**src/rtl/sap1_controller_sequencer.sv**
```systemverilog
// SAP-1 controller/sequencer.
//
// Drives the 12-bit control word that strobes every register in the SAP-1 datapath. A one-hot
// six-state ring (T1..T6) advances on the falling edge of CLK, so CON is settled well before the
// rising edge on which the datapath registers load. CON is a pure decode of the ring state and
// the opcode nibble from the instruction register.
//
// Ports:
//   CLK      system clock; the ring advances on its falling edge
//   CLR      asynchronous active-high reset (ring to T1, halt cleared)
//   opcode   upper nibble of the instruction register; must be stable during T4..T6
//   CON      control word:
//            [11]Cp [10]Ep [9]L_M_bar [8]CE_bar [7]L_I_bar [6]E_I_bar
//            [5]L_A_bar [4]E_A [3]Su [2]E_U [1]L_B_bar [0]L_O_bar
//   T        one-hot ring state, T[0]=T1 .. T[5]=T6
//   HLT_bar  low while halted; gates the external clock
//
// Build option:
//   VARIABLE_MACHINE_CYCLE_EN  when defined, the ring returns to T1 right after the last
//                              active execute state of each instruction instead of always
//                              running through T6.

module sap1_controller_sequencer #(
    parameter logic [3:0] LDA_OP = 4'h0,
    parameter logic [3:0] ADD_OP = 4'h1,
    parameter logic [3:0] SUB_OP = 4'h2,
    parameter logic [3:0] OUT_OP = 4'hE,
    parameter logic [3:0] HLT_OP = 4'hF
) (
    input  logic        CLK,
    input  logic        CLR,
    input  logic [3:0]  opcode,
    output logic [11:0] CON,
    output logic [5:0]  T,
    output logic        HLT_bar
);

    typedef enum logic [5:0] {
        StT1 = 6'b000001,
        StT2 = 6'b000010,
        StT3 = 6'b000100,
        StT4 = 6'b001000,
        StT5 = 6'b010000,
        StT6 = 6'b100000
    } state_e;

    localparam logic [11:0] ConIdle   = 12'h3E3;
    localparam logic [11:0] ConFetch1 = 12'h5E3;  // Ep, L_M_bar
    localparam logic [11:0] ConFetch2 = 12'hBE3;  // Cp
    localparam logic [11:0] ConFetch3 = 12'h263;  // CE_bar, L_I_bar
    localparam logic [11:0] ConAddrIr = 12'h1A3;  // E_I_bar, L_M_bar
    localparam logic [11:0] ConLdaT5  = 12'h2C3;  // CE_bar, L_A_bar
    localparam logic [11:0] ConLoadB  = 12'h2E1;  // CE_bar, L_B_bar
    localparam logic [11:0] ConAddT6  = 12'h3C7;  // E_U, L_A_bar
    localparam logic [11:0] ConSubT6  = 12'h3CF;  // E_U, L_A_bar, Su
    localparam logic [11:0] ConOutT4  = 12'h3F2;  // E_A, L_O_bar

    state_e state_q, state_d;
    logic   halted_q, halted_d;

    logic is_lda, is_add, is_sub, is_out, is_hlt;
    logic halt_now;
    logic end_at_t4, end_at_t5;

    always_comb begin
        is_lda = (opcode == LDA_OP);
        is_add = (opcode == ADD_OP);
        is_sub = (opcode == SUB_OP);
        is_out = (opcode == OUT_OP);
        is_hlt = (opcode == HLT_OP);
    end

    // Halt is recognised combinationally in T4 so HLT_bar can stop the external clock
    // before the next edge; the flag then latches on that falling edge.
    assign halt_now = (state_q == StT4) && is_hlt && !halted_q;

`ifdef VARIABLE_MACHINE_CYCLE_EN
    // OUT and NOP finish in T4, LDA in T5; ADD/SUB use the full ring. HLT never leaves T4.
    assign end_at_t4 = !(is_lda || is_add || is_sub || is_hlt);
    assign end_at_t5 = is_lda;
`else
    assign end_at_t4 = 1'b0;
    assign end_at_t5 = 1'b0;
`endif

    always_ff @(negedge CLK or posedge CLR) begin
        if (CLR) begin
            state_q  <= StT1;
            halted_q <= 1'b0;
        end else begin
            state_q  <= state_d;
            halted_q <= halted_d;
        end
    end

    always_comb begin
        state_d  = state_q;
        halted_d = halted_q;
        if (halted_q) begin
            state_d = state_q;
        end else if (halt_now) begin
            halted_d = 1'b1;
        end else begin
            unique case (state_q)
                StT1:    state_d = StT2;
                StT2:    state_d = StT3;
                StT3:    state_d = StT4;
                StT4:    state_d = end_at_t4 ? StT1 : StT5;
                StT5:    state_d = end_at_t5 ? StT1 : StT6;
                StT6:    state_d = StT1;
                default: state_d = StT1;
            endcase
        end
    end

    always_comb begin
        CON = ConIdle;
        if (!halted_q) begin
            unique case (state_q)
                StT1: CON = ConFetch1;
                StT2: CON = ConFetch2;
                StT3: CON = ConFetch3;
                StT4: begin
                    if (is_lda || is_add || is_sub) begin
                        CON = ConAddrIr;
                    end else if (is_out) begin
                        CON = ConOutT4;
                    end
                end
                StT5: begin
                    if (is_lda) begin
                        CON = ConLdaT5;
                    end else if (is_add || is_sub) begin
                        CON = ConLoadB;
                    end
                end
                StT6: begin
                    if (is_add) begin
                        CON = ConAddT6;
                    end else if (is_sub) begin
                        CON = ConSubT6;
                    end
                end
                default: CON = ConIdle;
            endcase
        end
    end

    assign T       = state_q;
    assign HLT_bar = !(halted_q || halt_now);

endmodule
```
**config.mk**
```make
export PLATFORM = sky130hd
export DESIGN_NAME = sap1_controller_sequencer
export DESIGN_NICKNAME = d
export VERILOG_FILES = /design/src/rtl/sap1_controller_sequencer.sv
export SDC_FILE = /design/constraint.sdc
export NUM_CORES = 1
export LEC_CHECK = 0
export BUFFER_PORTS_ARGS = -buffer_cell sky130_fd_sc_hd__buf_2
export CAP_MARGIN = 10
export CORE_UTILIZATION = 43
export CTS_BUF_LIST = sky130_fd_sc_hd__clkbuf_2 sky130_fd_sc_hd__clkbuf_4 sky130_fd_sc_hd__clkbuf_8
export DETAILED_ROUTE_END_ITERATION = 8
export GPL_ROUTABILITY_DRIVEN = 0
export HOLD_SLACK_MARGIN = 0.05
export PLACE_DENSITY_LB_ADDON = 0.12
export SLEW_MARGIN = 20
export SYNTH_ARGS = -nofsm -noshare
export SYNTH_HDL_FRONTEND = slang
export SYNTH_SLANG_ARGS = --single-unit
```
**constraint.sdc**
```tcl
create_clock -name CLK -period 1.6 [get_ports CLK]
set_input_delay 0.08 -clock CLK [delete_from_list [all_inputs] [get_ports CLK]]
set_output_delay 0.08 -clock CLK [all_outputs]
set_load 0.005 [all_outputs]
```
==> results.tsv, run 1 <==
stage	metric	value	unit
sta	worst_ep kind	top-level output	
synthesis	top post-synthesis cells by area	dfrtn_1, nor2_1, dfstp_2	
synthesis	Syn. warnings	0	
clocking	Clock Path Buffers	2	
synthesis	sequential-to-total area share from yosys stat	30.3	%
die	die width	38.8	um
synthesis	Synth Net Count	78	
placement	post-placement cell area	881	um2
outcome	status	aborted with a tool error	
die	# rows	12	
synthesis	Yosys reg bits	7	
placement	port buffer count	24	
outcome	Fail Step	global routing (5_1_grt)	
synthesis	leading area contributor after synthesis	dfrtn_1	
global_routing	largest net degree at the start of global routing	12	
placement	Final HPWL DP	1300	um
die	Initial Util	49.2	%
outcome	stop err	[ERROR DPL-0038] Utilization greater than 100%, impossible to legalize	
synthesis	syn_area_per_cell	8.10	um2
die	boundary pin count	25	
synthesis	Synth Flop Type	dfrtn_1	
synthesis	cells after synthesis	72	
synthesis	top-count cell post-synth	nor2_1	
synthesis	Post-synth ARST share	100	%
synthesis	commonest cells in the netlist	nor2_1, dfrtn_1, nand2_1, inv_1	
clocking	clock sinks	7	
synthesis	area fraction of the dominant cell type after synthesis	25.8	%
die	DIE HEIGHT	38.8	um
synthesis	Netlist Area Pre-Place	583	um2
clocking	clock root buffer	clkbuf_4	
clocking	hold buffer count at CTS	0	
synthesis	Synth cell types	37	
synthesis	number of synthesized flops with an enable pin	0	
clocking	CTS HTree Levels	1	
sta	grt repair worst endpoint	CON[6]	
clocking	TritonCTS Buffers	3	
## through the flow
stage,hold WS [ns],instances,worst slack (ns),setup TNS (ns)
floorplan,0.256,72,-0.768,-5.77
global placement,0.563,127,-0.787,-8.13
detailed placement,0.577,127,-0.842,-8.90
CTS,0.425,140,-1.06,-14.03
## cell families after synthesis
| kind of cell | after synthesis | synth area share, % |
|---|---|---|
| AND/OR/NAND/NOR | 39 | 40.6 |
| AO/OA/AOI/OAI | 14 | 15.9 |
| buffers and inverters | 9 | 8.80 |
| flip-flops | 7 | 30.3 |
| XOR/XNOR | 3 | 4.51 |
## timing repair
action | CTS
setup buffers | 10
hold endpoints to repair | 0
setup endpoints to repair | 20
pin swaps | 9
gates resized for setup | 28
==> run 2: changes to the inputs <==
--- a/config.mk
+++ b/config.mk
@@ -7,12 +7,11 @@
 export LEC_CHECK = 0
 export BUFFER_PORTS_ARGS = -buffer_cell sky130_fd_sc_hd__buf_2
 export CAP_MARGIN = 10
-export CORE_UTILIZATION = 43
-export CTS_BUF_LIST = sky130_fd_sc_hd__clkbuf_2 sky130_fd_sc_hd__clkbuf_4 sky130_fd_sc_hd__clkbuf_8
+export CORE_AREA = 2 2 63 65
 export DETAILED_ROUTE_END_ITERATION = 8
+export DIE_AREA = 0 0 65 67
 export GPL_ROUTABILITY_DRIVEN = 0
-export HOLD_SLACK_MARGIN = 0.05
-export PLACE_DENSITY_LB_ADDON = 0.12
+export PLACE_DENSITY_LB_ADDON = 0.15
 export SLEW_MARGIN = 20
 export SYNTH_ARGS = -nofsm -noshare
 export SYNTH_HDL_FRONTEND = slang
==> constraint.sdc (replaced) <==
create_clock -name CLK -period 2.1 [get_ports CLK]
set_input_delay 0.105 -clock CLK [delete_from_list [all_inputs] [get_ports CLK]]
set_output_delay 0.105 -clock CLK [all_outputs]
set_load 0.005 [all_outputs]
==> run 2 against run 1 <==
  * The flow now finishes, with violations (negative setup slack)
  * Area after synthesis stayed put
  * Synthesized cell count stayed put
==> results.tsv, run 2 <==
stage	metric	value	unit	change
synthesis	leading area contributor after synthesis	dfrtn_1		
global_routing	largest net degree at the start of global routing	12		
global_routing	GR Util All Layers	10.7	%	
global_routing	met1 Track Usage GR	13.8	%	
sta	Setup Skew	0.0453	ns	
clocking	clock sinks	7		unchanged
setup_path	nature of the critical path endpoint	output pin		
synthesis	area fraction of the dominant cell type after synthesis	25.8	%	unchanged
layout	leading cell types in the layout, fill and taps excluded	buf_4, buf_2, buf_6		
global_routing	vias in the first global route	733		
drt	initial drt markers	27		
clocking	hold buffer count at CTS	0		unchanged
clocking	CTS tree	built		
setup_path	type of the worst setup path	register to output pin		
sta	final setup vio count	19		
sta	Final WS setup	-0.828	ns	
power	P_leak	0.600	nW	
synthesis	Synth cell types	37		unchanged
die	die width	65	um	+67%
clocking	clock root buffer	clkbuf_8		
layout	most common cell after layout, fill and taps aside	buf_4		
sta	fin. max-slew vios	0		
placement	Final HPWL DP	1590	um	+22%
synthesis	Synth Flop Type	dfrtn_1		
synthesis	sequential-to-total area share from yosys stat	30.3	%	unchanged
layout	max reg flops	6		
die	core box area	3610	um2	
synthesis	top post-synthesis cells by area	dfrtn_1, nor2_1, dfstp_2		
sta	Rel. slew slack	72.3	%	
synthesis	number of synthesized flops with an enable pin	0		unchanged
layout	antenna diode count	0		
sta	hold slack final	0.504	ns	
synthesis	Netlist Area Pre-Place	583	um2	unchanged
clocking	Clock Path Buffers	2		unchanged
die	die area	4360	um2	
drt	# DRC	0		
synthesis	syn_area_per_cell	8.10	um2	unchanged
synthesis	Post-synth ARST share	100	%	unchanged
clocking	TritonCTS Buffers	3		unchanged
placement	dpl ws	-0.590	ns	+0.252 ns
clocking	CTS HTree Levels	1		unchanged
synthesis	Yosys reg bits	7		unchanged
clocking	clock transition at the registers of the reported paths	0.03	ns	
power	combinational power share	7.5	%	
drt	DR WL/cell	12.6	um	
global_routing	met2 Usage GRT	17.8	%	
sta	unrepaired setup endpoints after global routing	yes		
die	Initial Util	16.2	%	-33 points
synthesis	Syn. warnings	0		unchanged
layout	Area growth syn-to-layout	113	%	
synthesis	top-count cell post-synth	nor2_1		
global_routing	GRT overflow	0		
power	Net Sw Frac	22.9	%	
die	# rows	22		+10
synthesis	cells after synthesis	72		unchanged
layout	final net count	139		
setup_path	CP required	2.00	ns	
sta	Worst-Margin Slew	0.416	ns	
hold_path	worst min-delay path class	register to register		
die	DIE HEIGHT	67	um	+73%
power	Max IR drop VDD	172	uV	
setup_path	crit-path max FO	3		
clocking	Clk Latency, worst-skew pair	0.29	ns	
outcome	status	complete, but fails checks		
synthesis	Synth Net Count	78		unchanged
power	overall power	0.364	mW	
sta	final hold vios	0		
flow_run	max-cap violation count	0		
placement	port buffer count	24		unchanged
power	Flop pwr share	37.4	%	
outcome	failing checks	negative setup slack		
power	Clock Power Share	55.1	%	
drt	Routed Wire Length	2260	um	
die	boundary pin count	25		unchanged
layout	final instance area	1240	um2	
power	sw power	0.0834	mW	
placement	post-placement cell area	927	um2	+5.3%
setup_path	Setup crit start kind	register		
drt	via count	765		
drt	vias per inst	4.25		
drt	antenna-violating nets left	0		
global_routing	initial antenna violation count	0		
power	power per standard cell area	294	nW/um2	
synthesis	commonest cells in the netlist	nor2_1, dfrtn_1, nand2_1, inv_1		
layout	share of layout cells above drive strength 1	65.2	%	
power	internal power	0.281	mW	
global_routing	busiest grt layer	met2		
drt	drt first pass iters	3		
global_routing	GRT met3 Usage	3.21	%	
setup_path	critical path arrival	2.82	ns	
global_routing	first-pass GRT wire length	3550	um	
==> run 2: cell counts after synthesis <==
Identical to the previous run, type by type.
==> run 2: worst paths after layout <==
| kind | start | end | slack (ns) | cells after the start |
|---|---|---|---|---|
| min | T[0] | T[0] | 0.50 | 2 |
| min reg2reg | T[0] | T[0] | 0.50 | 2 |
| max reg2reg | T[2] | T[0] | 0.29 | 7 |
| max in group asynchronous | CLR | T[0] | 1.02 | 2 |
| min in group asynchronous | CLR | T[5] | 0.72 | 2 |
| max | T[4] | CON[4] | -0.83 | 5 |
==> run 2: cell type report <==
class	count	area, um2
clock buffers	3	41.3
well taps	48	60.1
flip-flops and latches	7	176
multi-input cells	56	464
repair buffers	60	474
fillers	397	2370
inverters	4	15.0
clock inverters	2	8.76
==> run 2: logic make-up (layout without fill, tap and decap cells) <==
| kind of cell | after synthesis | in the layout | synth area share [%] |
|---|---|---|---|
| buffers and inverters | 9 | 69 | 8.80 |
| AO/OA/AOI/OAI | 14 | 14 | 15.9 |
| flip-flops | 7 | 7 | 30.3 |
| AND/OR/NAND/NOR | 39 | 39 | 40.6 |
| XOR/XNOR | 3 | 3 | 4.51 |
==> run 2: critical path: stages, from the launching register on <==
cell,delay (ns)
dfrtn_1,0.37
nor4_4,0.36
nand3b_4,0.14
or4_4,0.50
inv_2,0.05
buf_2,0.10
==> run 2: per-stage QoR <==
stage	TNS [ns]	util [%]	instances
6_report	-9.72	34.4	180
5_1_grt	-10.93	34.4	180
4_1_cts	-9.60	30.8	172
3_5_place_dp	-5.10	25.7	164
3_3_place_gp	-5.05	25.7	164
2_1_floorplan	-2.87	-	72
==> run 2: power groups by stage <==
stage	sequential (mW)	combinational [mW]	clock, mW
4_1_cts	0.136	0.0274	0.202
5_1_grt	0.136	0.0307	0.214
2_1_floorplan	0.138	0.00905	0.00596
3_3_place_gp	0.138	0.0261	0.00596
6_report	0.136	0.0274	0.201
3_5_place_dp	0.138	0.0271	0.00596
==> run 2: what timing repair did <==
item	CTS	global route
setup endpoints to repair	19	19
setup buffers	4	9
gates resized for setup	23	18
pin swaps	7	9
cloned	0	0
==> run 2: layer usage <==
metal  share of wire [%]  vias to the layer above
met4                 1.2                        0
met5                   0                        -
met2                  48                       26
met3                 5.7                        4
met1                  45                      351
li1                    -                      384
No activity file was read; power rests on OpenSTA's default activity.
==> run 3: changes to the inputs <==
--- a/config.mk
+++ b/config.mk
@@ -10,8 +10,9 @@
 export CORE_AREA = 2 2 63 65
 export DETAILED_ROUTE_END_ITERATION = 8
 export DIE_AREA = 0 0 65 67
-export GPL_ROUTABILITY_DRIVEN = 0
+export GPL_TIMING_DRIVEN = 0
 export PLACE_DENSITY_LB_ADDON = 0.15
+export REMOVE_ABC_BUFFERS = 1
 export SLEW_MARGIN = 20
 export SYNTH_ARGS = -nofsm -noshare
 export SYNTH_HDL_FRONTEND = slang
==> run 3 against run 2 <==
  * The run still ends with negative setup slack left
  * Flip-flop and latch count is the same
  * Global-route usage shrank 1.2 points
  * Count of clock-buffer cells in the layout up 1
  * Largest cell class is now multi-input combinational cells
==> results.tsv, run 3 (synthesis gave the netlist of run 2 again) <==
stage	metric	value	unit	change
global_routing	first-pass GRT wire length	3170	um	-11%
die	DIE HEIGHT	67	um	unchanged
die	Initial Util	16.2	%	unchanged
power	Clock Power Share	55.6	%	+0.5 points
setup_path	crit-path max FO	3		unchanged
global_routing	largest net degree at the start of global routing	12		unchanged
sta	Worst-Margin Slew	0.347	ns	-0.0695 ns
global_routing	initial antenna violation count	0		unchanged
outcome	status	complete, but fails checks		
placement	Final HPWL DP	1300	um	-18%
clocking	clock root buffer	clkbuf_8		
sta	fin. max-slew vios	0		unchanged
clocking	hold buffer count at CTS	0		unchanged
layout	most common cell after layout, fill and taps aside	buf_2		
die	die area	4360	um2	unchanged
global_routing	met1 Track Usage GR	12.3	%	-1.5 points
clocking	clock transition at the registers of the reported paths	0.03	ns	about the same
drt	via count	712		-6.9%
sta	Final TNS setup	-9.74	ns	-0.0217 ns
sta	final hold vios	0		unchanged
placement	post-placement cell area	731	um2	-21%
layout	antenna diode count	0		unchanged
drt	# DRC	0		unchanged
setup_path	Setup crit start kind	register		
setup_path	nature of the critical path endpoint	output pin		
drt	drt first pass iters	4		+1
power	internal power	0.278	mW	-1.0%
clocking	CTS HTree Levels	1		unchanged
power	overall power	0.353	mW	-3.2%
drt	initial drt markers	21		-22%
global_routing	met2 Usage GRT	16.0	%	-1.8 points
die	core box area	3610	um2	unchanged
drt	Routed Wire Length	2060	um	-8.8%
global_routing	GR Util All Layers	9.49	%	-1.2 points
placement	port buffer count	24		unchanged
clocking	clock sinks	7		unchanged
setup_path	type of the worst setup path	register to output pin		
placement	placed cell count	140		-15%
sta	hold slack final	0.545	ns	+0.0405 ns
layout	max reg flops	6		unchanged
layout	leading cell types in the layout, fill and taps excluded	buf_2, buf_4, buf_6, nor2_1		
power	combinational power share	5.7	%	-1.8 points
outcome	failing checks	negative setup slack		
flow_run	max-cap violation count	0		unchanged
global_routing	vias in the first global route	669		-8.7%
clocking	CTS tree	built		
hold_path	worst min-delay path class	input pin to output pin		
layout	register area	176	um2	unchanged
global_routing	GRT overflow	0		unchanged
layout	final net count	125		-10%
placement	dpl ws	-0.723	ns	-0.133 ns
die	die width	65	um	unchanged
power	power per standard cell area	327	nW/um2	+11%
power	Flop pwr share	38.7	%	+1.3 points
power	Net Sw Frac	21.2	%	-1.7 points
layout	Final Util	29.9	%	-4.5 points
sta	unrepaired setup endpoints after global routing	yes		
placement	Final GP Congestion	0.645		
layout	Post-Layout Cell Count	166		-7.8%
layout	multi-input logic area	437	um2	-5.9%
power	P_leak	0.501	nW	-17%
drt	DR WL/cell	12.4	um	-1.1%
sta	Final WS setup	-0.882	ns	-0.0541 ns
sta	Setup Skew	0.0453	ns	-0.0000668 ns
clocking	TritonCTS Buffers	3		unchanged
setup_path	CP required	2.00	ns	about the same
clocking	Clk Latency, worst-skew pair	0.29	ns	about the same
global_routing	busiest grt layer	met2		
global_routing	GRT met3 Usage	2.53	%	-0.68 points
sta	final setup vio count	19		unchanged
layout	Area growth syn-to-layout	84.8	%	
layout	# fillers	392		-1.3%
setup_path	critical path arrival	2.88	ns	+0.06 ns
power	sw power	0.0746	mW	-11%
sta	Rel. slew slack	76.9	%	+4.6 points
power	Max IR drop VDD	219	uV	+27%
layout	final instance area	1080	um2	-13%
drt	vias per inst	4.29		+0.92%
drt	antenna-violating nets left	0		unchanged
die	# rows	22		unchanged
die	boundary pin count	25		unchanged
clocking	Clock Path Buffers	2		unchanged
layout	share of layout cells above drive strength 1	56.8	%	-8.4 points
[run 3: cell count changes in the layout (fill, tap and decap cells not counted), moves of 2 or more]
cell	before	now
buf_4	23	14
buf_6	17	12
nor2_1	6	8
o21ai_2	3	1
[run 3: power groups by stage]
stage / logic (mW) / registers [mW] / clock network (mW)
2_1_floorplan: 0.00891 / 0.138 / 0.00596
3_3_place_gp: 0.0191 / 0.138 / 0.00596
3_5_place_dp: 0.0191 / 0.138 / 0.00596
4_1_cts: 0.0193 / 0.136 / 0.199
5_1_grt: 0.0228 / 0.136 / 0.210
6_report: 0.0201 / 0.136 / 0.196
[run 3: repair_timing]
action                                  in CTS  in global routing
setup buffers                               14                  8
pin swaps                                    7                  3
endpoints found under the setup margin      19                 19
gates resized for setup                     12                 18
[run 3: critical path: stages, from the launching register on]
cell and delay [ns]:
dfstp_2 0.57, buf_6 0.11, buf_6 0.11, nor2b_4 0.04, a221oi_2 0.27, nor3_2 0.08
o211ai_1 0.21, buf_2 0.15
[run 3: worst paths after layout]
| kind | slack, ns | start | end | depth (start not counted) |
|---|---|---|---|---|
| max in group asynchronous | 1.04 | CLR | T[0] | 2 |
| worst max register to register | 0.36 | T[0] | T[0] | 8 |
| min in group asynchronous | 0.72 | CLR | T[2] | 2 |
| worst min register to register | 0.60 | halted_q | T[0] | 2 |
| worst min-delay path | 0.54 | opcode[2] | CON[1] | 4 |
| worst max-delay path | -0.88 | T[0] | CON[8] | 7 |
[run 3: cell type report]
type | instances | area share, %
Inverter | 4 | 1.39
Multi-Input combinational cell | 56 | 40.5
Clock inverter | 1 | 0.348
Clock buffer | 4 | 4.18
Tap cell | 48 | 5.57
Sequential cell | 7 | 16.4
Timing Repair Buffer | 46 | 31.6
[run 3: per-layer routing]
layer | share of wire [%] | wire [um] | up-vias
met5 | 0 | 0 | -
met4 | 0.58 | 12 | 0
met3 | 5.5 | 114 | 2
met2 | 46 | 952 | 24
met1 | 48 | 982 | 335
li1 | - | - | 351
==> run 4: changes to the inputs <==
--- a/config.mk
+++ b/config.mk
@@ -7,6 +7,8 @@
 export LEC_CHECK = 0
 export BUFFER_PORTS_ARGS = -buffer_cell sky130_fd_sc_hd__buf_2
 export CAP_MARGIN = 10
+export CELL_PAD_IN_SITES_DETAIL_PLACEMENT = 2
+export CELL_PAD_IN_SITES_GLOBAL_PLACEMENT = 2
 export CORE_AREA = 2 2 63 65
 export DETAILED_ROUTE_END_ITERATION = 8
 export DIE_AREA = 0 0 65 67
==> run 4 against run 3 <==
  * The flow still finishes with violations (negative setup slack)
  * Global-route usage grew 2.7 points
  * Count of clock-buffer cells in the layout did not move
  * Critical path type unchanged
  * Critical endpoint is now CON[4]
  * Sequential power is essentially flat
==> results.tsv, run 4 (synthesis gave the netlist of run 2 again) <==
stage	metric	value	unit	change
die	boundary pin count	25		unchanged
drt	met2 routed WL	1260	um	+32%
hold_path	worst min-delay path class	input pin to output pin		
clocking	Clk Latency, worst-skew pair	0.29	ns	about the same
outcome	failing checks	negative setup slack		
clocking	clock transition at the registers of the reported paths	0.03	ns	about the same
die	core box area	3610	um2	unchanged
global_routing	largest net degree at the start of global routing	12		unchanged
setup_path	nature of the critical path endpoint	output pin		
power	power per standard cell area	329	nW/um2	+0.49%
layout	share of layout cells above drive strength 1	59.5	%	+2.7 points
clocking	clock sinks	7		unchanged
sta	unrepaired setup endpoints after global routing	yes		
drt	met1 wire length	1070	um	+9.2%
drt	Max Used Layer	met4		
drt	met3 WL post-DR	47	um	-59%
layout	final net count	123		-1.6%
drt	via count	719		+0.98%
clocking	clock root buffer	clkbuf_8		
sta	Setup Skew	0.0406	ns	-0.00467 ns
layout	max reg flops	6		unchanged
sta	Final TNS setup	-9.57	ns	+0.171 ns
setup_path	crit-path max FO	3		unchanged
clocking	TritonCTS Buffers	3		unchanged
sta	final hold vios	0		unchanged
sta	Rel. slew slack	79.2	%	+2.4 points
setup_path	Setup crit start kind	register		
drt	drt first pass iters	3		-1
die	# rows	22		unchanged
placement	Final GP Congestion	0.644		-0.20%
clocking	CTS HTree Levels	1		unchanged
die	die area	4360	um2	unchanged
die	Initial Util	16.2	%	unchanged
power	P_leak	0.501	nW	about the same
drt	antenna-violating nets left	0		unchanged
die	DIE HEIGHT	67	um	unchanged
sta	Final WS setup	-0.826	ns	+0.0562 ns
setup_path	type of the worst setup path	register to output pin		
placement	Final HPWL DP	1540	um	+19%
power	Max IR drop VDD	180	uV	-18%
drt	initial drt markers	31		+48%
setup_path	CP required	2.00	ns	about the same
layout	Post-Layout Cell Count	164		-1.2%
placement	port buffer count	24		unchanged
drt	Routed Wire Length	2410	um	+17%
placement	placed cell count	140		unchanged
die	die width	65	um	unchanged
clocking	CTS tree	built		
clocking	Clock Path Buffers	2		unchanged
drt	DR WL/cell	14.7	um	+18%
sta	Worst-Margin Slew	0.311	ns	-0.0356 ns
global_routing	GR Util All Layers	12.2	%	+2.7 points
flow_run	max-cap violation count	0		unchanged
global_routing	initial antenna violation count	0		unchanged
global_routing	GRT overflow	0		unchanged
global_routing	vias in the first global route	770		+15%
global_routing	first-pass GRT wire length	3880	um	+22%
outcome	status	complete, but fails checks		
layout	antenna diode count	0		unchanged
drt	# DRC	0		unchanged
layout	leading cell types in the layout, fill and taps excluded	buf_2, buf_4, buf_6		
layout	Area growth syn-to-layout	86.7	%	
setup_path	critical path arrival	2.82	ns	-0.06 ns
drt	vias per inst	4.38		+2.2%
sta	final setup vio count	19		unchanged
sta	fin. max-slew vios	0		unchanged
layout	most common cell after layout, fill and taps aside	buf_2		
-- run 4: worst paths after layout --
kind | start | end | slack, ns | cells past startpoint
min | opcode[2] | CON[1] | 0.56 | 4
min reg2reg | halted_q | T[4] | 0.65 | 3
max | T[1] | CON[4] | -0.83 | 5
min in group asynchronous | CLR | T[5] | 0.73 | 2
max reg2reg | T[1] | T[5] | 0.47 | 6
max in group asynchronous | CLR | T[0] | 1.01 | 2
-- run 4: area by class of cell --
class	instances	area, um2
Clock buffer	4	45.0
Multi-Input combinational cell	56	464
Tap cell	48	60.1
Timing Repair Buffer	44	324
Inverter	4	15.0
Fill cell	418	2520
Sequential cell	7	176
Clock inverter	1	3.75
-- run 4: layer usage --
layer | up-vias | track usage, %
li1 | 348 | -
met3 | 4 | 2.03
met2 | 13 | 21.4
met5 | - | 0
met4 | 0 | 6.38
met1 | 354 | 14.2
-- run 4: per-stage QoR --
stage	setup slack, ns	power (mW)	instance area (um2)	hold slack [ns]	utilization [%]
6_report	-0.826	0.358	1090	0.559	30.2
5_1_grt	-0.906	0.382	1090	0.628	30.2
4_1_cts	-0.823	0.365	987	0.580	27.4
3_5_place_dp	-0.747	0.164	731	0.541	20.3
3_3_place_gp	-0.738	0.164	731	0.533	20.3
2_1_floorplan	-0.528	0.153	551	0.318	-
-- run 4: critical path, stage by stage, from the launching register on --
cell and delay [ns]:
dfrtn_1 0.40, nor4_4 0.36, nand3b_4 0.12, or4_4 0.49
inv_2 0.07, buf_6 0.08
-- run 4: what timing repair did --
action,CTS,global route
pin swaps,6,9
hold endpoints to repair,0,0
hold buffers,0,0
buffers inserted,15,8
setup endpoints to repair,19,19
resized for setup,20,16
-- run 4: report_power, final --
| group | internal (mW) | switching (mW) | leakage [nW] |
|---|---|---|---|
| Clock | 0.134 | 0.0657 | 0.0281 |
| Combinational | 0.00765 | 0.0141 | 0.400 |
| Sequential | 0.136 | 0 | 0.0735 |
| Total | 0.278 | 0.0798 | 0.501 |
